File: src/rtl/fetch_ctrl_pkg.sv
// Shared definitions for the fetch-stage controller: FSM state encodings,
// program-counter control codes and the wait-counter width.
package fetch_ctrl_pkg;

    typedef enum logic [2:0] {
        ST_IDLE  = 3'd0,
        ST_FETCH = 3'd1,
        ST_WAIT  = 3'd2,
        ST_ISSUE = 3'd3,
        ST_SEL   = 3'd4,
        ST_LOAD  = 3'd5,
        ST_HALT  = 3'd6
    } fetch_state_e;

    localparam logic [1:0] PC_HOLD  = 2'b00;
    localparam logic [1:0] PC_INC   = 2'b01;
    localparam logic [1:0] PC_LOAD  = 2'b10;
    localparam logic [1:0] PC_CLEAR = 2'b11;

    // Memory latency is at most 15, so a 4-bit down-counter covers it.
    localparam int WAIT_CNT_W = 4;

endpackage

File: src/rtl/fetch_wait_counter.sv
// Loadable down-counter used to pace instruction-memory reads.
// Stops at zero and raises done while the count is zero.
module fetch_wait_counter
    import fetch_ctrl_pkg::*;
#(
    parameter int CNT_W = WAIT_CNT_W
) (
    input  logic             clock,
    input  logic             reset,
    input  logic             load,
    input  logic             dec,
    input  logic [CNT_W-1:0] load_val,
    output logic [CNT_W-1:0] count,
    output logic             done
);

    logic [CNT_W-1:0] count_q;
    logic [CNT_W-1:0] count_d;

    // Load has priority over decrement; decrement never wraps below zero.
    always_comb begin
        count_d = count_q;
        if (load) begin
            count_d = load_val;
        end else if (dec && (count_q != '0)) begin
            count_d = count_q - 1'b1;
        end
    end

    // Count register, cleared by reset.
    always_ff @(posedge clock or posedge reset) begin
        if (reset) begin
            count_q <= '0;
        end else begin
            count_q <= count_d;
        end
    end

    assign count = count_q;
    assign done  = (count_q == '0);

endmodule

File: src/rtl/fetch_controller.sv
// Fetch-stage sequencing FSM: paces memory reads, holds the fetched
// instruction until decode accepts it, and applies jump / jump-register /
// taken-branch redirects in two steps (register target, then load PC).
// Optional build macro FETCH_STALL_CNT_EN adds a saturating 16-bit count of
// ISSUE cycles in which decode applied backpressure.
module fetch_controller
    import fetch_ctrl_pkg::*;
#(
    parameter int flag    = 2,
    parameter int MEM_LAT = 1
) (
    input  logic            clock,
    input  logic            reset,
    input  logic            dec_ready,
    input  logic            jump,
    input  logic            jr,
    input  logic            branch,
    input  logic            halt,
    input  logic            resume,
    output logic [flag-1:0] flagPC,
    output logic            flagJR,
    output logic            inst_valid,
    output logic [2:0]      fetch_state
`ifdef FETCH_STALL_CNT_EN
   ,output logic [15:0]     stall_count
`endif
);

    localparam logic [WAIT_CNT_W-1:0] WAIT_LOAD = WAIT_CNT_W'(MEM_LAT - 1);

    fetch_state_e state_q;
    fetch_state_e state_d;
    logic         jr_q;
    logic         jr_d;

    logic                  cnt_load;
    logic                  cnt_dec;
    logic [WAIT_CNT_W-1:0] wait_count;
    logic                  wait_done;
    logic                  wait_last;
    logic                  redirect;
    logic [1:0]            pc_code;

    fetch_wait_counter #(
        .CNT_W (WAIT_CNT_W)
    ) u_wait_counter (
        .clock    (clock),
        .reset    (reset),
        .load     (cnt_load),
        .dec      (cnt_dec),
        .load_val (WAIT_LOAD),
        .count    (wait_count),
        .done     (wait_done)
    );

    assign redirect = jr | jump | branch;
    // The decrement taking the count from 1 to 0 is the last WAIT cycle.
    assign wait_last = wait_done || (wait_count == WAIT_CNT_W'(1));

    // Next-state logic; redirect/halt inputs matter only on the ISSUE handshake.
    always_comb begin
        state_d  = state_q;
        jr_d     = jr_q;
        cnt_load = 1'b0;
        cnt_dec  = 1'b0;
        case (state_q)
            ST_IDLE:  state_d = ST_FETCH;
            ST_FETCH: begin
                cnt_load = 1'b1;
                state_d  = (MEM_LAT > 1) ? ST_WAIT : ST_ISSUE;
            end
            ST_WAIT: begin
                cnt_dec = 1'b1;
                if (wait_last) begin
                    state_d = ST_ISSUE;
                end
            end
            ST_ISSUE: begin
                if (dec_ready) begin
                    if (halt) begin
                        state_d = ST_HALT;
                    end else if (redirect) begin
                        state_d = ST_SEL;
                        jr_d    = jr;
                    end else begin
                        state_d = ST_FETCH;
                    end
                end
            end
            ST_SEL:   state_d = ST_LOAD;
            ST_LOAD:  state_d = ST_FETCH;
            ST_HALT: begin
                if (resume) begin
                    state_d = ST_FETCH;
                end
            end
            default:  state_d = ST_IDLE;
        endcase
    end

    // State and latched JR flag.
    always_ff @(posedge clock or posedge reset) begin
        if (reset) begin
            state_q <= ST_IDLE;
            jr_q    <= 1'b0;
        end else begin
            state_q <= state_d;
            jr_q    <= jr_d;
        end
    end

    // Output decode from state; only ISSUE looks at the live handshake inputs.
    always_comb begin
        pc_code    = PC_HOLD;
        flagJR     = 1'b0;
        inst_valid = 1'b0;
        case (state_q)
            ST_IDLE:  pc_code = PC_CLEAR;
            ST_ISSUE: begin
                inst_valid = 1'b1;
                if (dec_ready && (halt || !redirect)) begin
                    pc_code = PC_INC;
                end
            end
            ST_SEL:   flagJR = jr_q;
            ST_LOAD: begin
                flagJR  = jr_q;
                pc_code = PC_LOAD;
            end
            default:  pc_code = PC_HOLD;
        endcase
    end

    assign flagPC      = flag'(pc_code);
    assign fetch_state = state_q;

`ifdef FETCH_STALL_CNT_EN
    logic [15:0] stall_q;
    logic [15:0] stall_d;

    // Count ISSUE cycles stalled by decode, saturating at all-ones.
    always_comb begin
        stall_d = stall_q;
        if ((state_q == ST_ISSUE) && !dec_ready && (stall_q != 16'hFFFF)) begin
            stall_d = stall_q + 16'd1;
        end
    end

    // Stall counter register, cleared by reset.
    always_ff @(posedge clock or posedge reset) begin
        if (reset) begin
            stall_q <= 16'd0;
        end else begin
            stall_q <= stall_d;
        end
    end

    assign stall_count = stall_q;
`endif

endmodule

File: config.mk
export PLATFORM = sky130hd
export DESIGN_NAME = fetch_controller
export DESIGN_NICKNAME = d
export VERILOG_FILES = /design/src/rtl/fetch_ctrl_pkg.sv /design/src/rtl/fetch_wait_counter.sv /design/src/rtl/fetch_controller.sv
export SDC_FILE = /design/constraint.sdc
export NUM_CORES = 1
export LEC_CHECK = 0
export CAP_MARGIN = 5
export CORE_MARGIN = 4
export CORE_UTILIZATION = 40
export DETAILED_ROUTE_END_ITERATION = 12
export PLACE_DENSITY = 0.72
export SLEW_MARGIN = 20
export SYNTH_ARGS = -nofsm -noshare
export SYNTH_HDL_FRONTEND = slang
export SYNTH_SLANG_ARGS = --single-unit
File: constraint.sdc
create_clock -name clock -period 1.9 [get_ports clock]
set_clock_uncertainty 0.2 [all_clocks]
set_input_delay 0.57 -clock clock [delete_from_list [all_inputs] [get_ports clock]]
set_output_delay 0.57 -clock clock [all_outputs]
set_load 0.01 [all_outputs]
# Yosys cells after proc, flatten, opt, wreduce, memory -nomap -nowiden
# Index checks and enable logic that the tools add are counted.
# totals
ff_bits	8
latch_bits	0
mem_bits_rw	0
mem_bits_ro	0
input_bits	8
elab_cells	44
mem_count	0
# op_classes
n_addsub	1
n_mul	0
div	0
n_lt_le_gt_ge	0
eq_ne	10
shifts	0
n_mux	14
bitwise_logic	3
reduce_logical	13
# op_table
cell	count
one-hot mux 3 bit (6 select lines)	1
2-to-1 mux 3 bit	5
equality test 3 bit, second input constant	3
2-to-1 mux 4 bit	2
equality test 3 x 2 -> 1 bit, second input constant	2
!= test 2 bit, second input constant	3
one-hot mux 2 bit (3 select lines)	1
2-to-1 mux 1 bit	5
equality test 4 x 1 -> 1 bit, second input constant	1
zero test 4 bit	1
AND reduction 4 bit	1
nonzero test 4 bit	1
OR reduction 2 bit	2
subtractor 4 x 1 -> 4 bit, second input constant	1
equality test 3 x 1 -> 1 bit, second input constant	1
zero test 3 bit	1
AND reduction 3 bit	1
logical AND 1 bit	2
logical OR 1 bit	2
bitwise OR 1 bit	2
nonzero test 2 bit	1
zero test 1 bit	1
NOT 1 bit	1

# Longest topological paths before layout
# depth
depth_word	7
ltp_mapped	6
ltp_nobuf	6

# By module
# From an unflattened synthesis, not the netlist that was laid out.
# hier_totals
hier_cells	65
hier_area_um2	576.8
# by_module_without_submodules
module	instances	cells_per_inst	area_each_um2
fetch_controller	1	37	315.3
fetch_wait_counter	1	28	261.5

# Least setup slack after synthesis
# OpenSTA, ideal clock, no wires.
# synth_path
path_type	input to output
from	input port jump
to	output port flagPC[0]
arrival_ns	1.205
path_slack_ns	-0.075
cell_stages	3
cell_sequence	nor3_1 o2111ai_1 a21oi_1
# synth_via
elab_chain_cells	7
# synth_rtl
element	line_no	source
start: declaration	fetch_controller.sv:15	input logic jump,
bitwise OR 1 bit (2 in series)	fetch_controller.sv:56	assign redirect = jr | jump | branch;
zero test 1 bit	fetch_controller.sv:121	if (dec_ready && (halt || !redirect)) begin
logical OR 1 bit	fetch_controller.sv:121	
logical AND 1 bit	fetch_controller.sv:121	
2-to-1 mux 1 bit	fetch_controller.sv:121	
one-hot mux 2 bit (3 select lines)	fetch_controller.sv:117	case (state_q)
end: declaration	fetch_controller.sv:20	output logic [flag-1:0] flagPC,
# Every way passes these cells.

# Worst setup path after layout
# layout_path
from	input port jr
to	output port flagPC[0]
# layout_via
elab_chain_cells	7
# layout_rtl
element	line_no	source
start: declaration	fetch_controller.sv:16	input logic jr,
bitwise OR 1 bit (2 in series)	fetch_controller.sv:56	
zero test 1 bit	fetch_controller.sv:121	
logical OR 1 bit	fetch_controller.sv:121	
logical AND 1 bit	fetch_controller.sv:121	
2-to-1 mux 1 bit	fetch_controller.sv:121	
one-hot mux 2 bit (3 select lines)	fetch_controller.sv:117	
# Every way passes these cells.

==> results by group <==
Yosys
  • Synth Flop Type: dfrtp_1
  • Most frequent cells after synthesis: 8 x dfrtp_1, 6 x nor2_1, 5 x inv_1
  • Mean Syn Cell Area: between 9 and 10 sq um
  • Yosys reg bits: 8
  • Syn_nets: 68
  • Syn Inst Count: 58
  • Syn. warnings: 0
  • Mapped Area: approximately 530 sq um
  • Distinct cell type count after synthesis: 27
  • Most frequent cell after synthesis: dfrtp_1
  • Sequential share of the synthesized area: between 30% and 40%
  • Post-synth top area cell: dfrtp_1
  • Async SR Flop Fraction: 100%
  • Top cells by area, synth: dfrtp_1 38%, xor2_1 5.0%, ha_1 4.7%
  • Post-synth EDFFs: 0
  • Share of the synthesized area in the top cell type: between 30% and 40%

Worst setup path
  • CP startpoint kind: input pin
  • Worst stage delay on the critical path: around 0.2 ns
  • CP Cell Sequence: buf_8 -> nor3_4 -> o2111ai_2 -> a21oi_2 -> buf_2
  • WP data required: approximately 1.1 ns
  • Crit Path Category: input pin to primary output
  • Slowest CP cell: nor3_4
  • Worst Setup End Kind: primary output
  • Critical Path Start: jr
  • Crit path DAT: between 1 and 1.5 ns
  • Worst r2r src: u_wait_counter.count[0]$_DFFE_PP0P_
  • Worst-path fanout max: 2

Detailed routing
  • DRT iter0 DRCs: 10
  • WL/cell: approximately 17 um
  • Remaining antenna violation count after routing: 0
  • Routed via count: slightly below 600
  • TritonRoute pass-1 iters: 4
  • Via/cell ratio: about 5.4
  • Post-route DRC: 0
  • Routed WL: about 1800 um

Run
  • Max cap viols: 0

Pwr
  • Clock Power Share: a little over a tenth
  • Lkg Pwr: ~0.42 nW
  • Gate power share: between 60 and 70%
  • Total power: around 1.1 mW
  • Sw Pwr: just over 0.4 mW
  • Net Sw Frac: between 30% and 40%
  • Power Internal: roughly 0.66 mW
  • Seq pwr share: between 20% and 30%
  • PD cells: between 1000 and 1500 nW/um^2
  • Peak VDD IR: roughly 0.00070 V

Floorplan
  • # IOs: 15
  • Rows: 12
  • Initial core utilization: between 40% and 50%
  • Core area: approximately 1200 sq um
  • Die area: a little under 2000 sq um
  • Die height: 44.4 um
  • Die X-Extent: between 40 and 50 um

STA
  • Final max-slew violation count: 0
  • Tcrit/Tclk final: 108%
  • Worst Max-Slew Pin Slew: 0.464 ns
  • Rel. slew slack: about 69%
  • Max Clk Rate: just under 500 MHz
  • Min setup slack post-route: -0.152 ns
  • Finish-stage setup viols: 3
  • Minimum clock period: 2.05 ns
  • Final hold vios: 0
  • RSZ-0062 raised after global routing: true

Final layout
  • Area added between synthesis and finish: 71.0%
  • Final nets: roughly 110
  • Share of layout cells above drive strength 1: around half
  • Diode count: 0
  • Final Non-Filler Cells: about 110

Place
  • Cell count after placement: slightly below 100
  • Port buffer count: 14
  • GP Congestion: 0.741
  • Detailed Place HPWL: 1150 um

GRT
  • Gr ovfl total: 0
  • Gr usage total: 18.4%
  • Vias in the first global route: 570
  • First-pass GRT wire length: around 2500 um
  • Largest net degree at the start of global routing: 9
  • Antenna violations before repair: 0

Clock network
  • Clk slew on worst S/H paths: 0.04 ns
  • Total CTS buffers: 3
  • Htree depth: 1
  • Latest clock arrival within the worst-skew pair: around 0.24 ns
  • TritonCTS clock tree: done
  • Clock root cell: clkbuf_4
  • Clock sinks: 8
  • Clock buffer depth: 2

Run status
  • Status: complete, but fails checks
  • Failing checks: setup timing

Worst hold path
  • Class of the worst hold path: flip-flop to flip-flop
  • Hold_sp: jr_q$_DFFE_PP0P_
worst max-delay path, delay by kind of cell:
kind,cells,cell delay (ns)
AOI/OAI and AO/OA,2,0.28
buffers and inverters,2,0.24
and+or+nand+nor,1,0.20
cells in the final DEF, fill, tap and decap left out, types with 2 or more instances in the layout:
cell	n
a31oi_1	2
clkbuf_4	3
dlygate4sd2_1	3
nor3b_2	2
inv_1	4
buf_2	6
dfrtp_1	7
nor3_1	2
buf_4	19
buf_6	4
clkdlybuf4s50_1	2
xor2_1	3
nand3_1	4
nor2_1	6
nand2_1	3
power by group through the flow:
stage          clock network (mW)  logic (mW)  registers, mW
2_1_floorplan                   0       0.292          0.246
3_3_place_gp                    0       0.605          0.253
3_5_place_dp                    0       0.622          0.254
4_1_cts                     0.124       0.628          0.254
5_1_grt                     0.135       0.745          0.271
6_report                    0.117       0.695          0.266
cell type report:
| class | count | area (sq um) |
|---|---|---|
| Sequential cell | 8 | 201 |
| Inverter | 5 | 18.8 |
| Fill cell | 87 | 264 |
| Clock buffer | 3 | 22.5 |
| Multi-Input combinational cell | 42 | 358 |
| Timing Repair Buffer | 36 | 289 |
| Tap cell | 14 | 17.5 |
kinds of logic (layout without fill, tap and decap cells):
kind of cell / Yosys count / count (layout) / share of synthesized area [%]
and+or+nand+nor: 26 / 26 / 28.5
AOI/OAI and AO/OA: 9 / 9 / 13.9
DFF: 8 / 8 / 37.7
buffers and inverters: 8 / 44 / 6.37
xor gates and xnor gates: 4 / 4 / 6.60
adders and majority gates: 2 / 2 / 4.72
muxes: 1 / 1 / 2.12
per-layer routing:
metal	global-route usage [%]	wire, um	part of all wire [%]	vias to the layer above
li1	-	-	-	279
met1	22.1	712	39	274
met2	28.8	945	51	20
met3	2.44	75	4.1	12
met4	15.1	105	5.7	0
met5	0	0	0	-
per-stage QoR:
| step | worst slack, ns | utilization (%) | area [sq um] | setup TNS [ns] | hold slack (ns) |
|---|---|---|---|---|---|
| after global placement | -0.896 | 68.5 | 802 | -2.11 | 0.302 |
| after detailed placement | -0.952 | 68.5 | 802 | -2.32 | 0.314 |
| after CTS | -0.156 | 72.2 | 846 | -0.156 | 0.323 |
| after global routing | -0.211 | 77.5 | 907 | -0.445 | 0.362 |
| final | -0.152 | 77.5 | 907 | -0.180 | 0.323 |
| after floorplan | 0.0206 | - | 539 | 0 | 0.186 |
timing repair:
action	in CTS	in global routing
cloned	0	0
hold buffers	0	0
pin swaps	3	6
endpoints found under the setup margin	8	6
resized for setup	46	9
setup buffers	4	3
registers in the layout, summed over array words and instances, names as in the netlist:
signal and count:
jr_q 1, u_wait_counter.count 4, fetch_state 3
worst paths after layout:
check,end,slack (ns),depth (start not counted)
setup / recovery,flagPC[0],-0.15,5
hold / removal,jr_q$_DFFE_PP0P_,0.32,1
setup reg to reg,fetch_state[2]$_DFFE_PP0P_,0.03,6
hold reg to reg,jr_q$_DFFE_PP0P_,0.32,1
max in group asynchronous,fetch_state[2]$_DFFE_PP0P_,0.87,2
min in group asynchronous,fetch_state[0]$_DFFE_PP0P_,0.39,2
(Power assumes the default switching activity.)
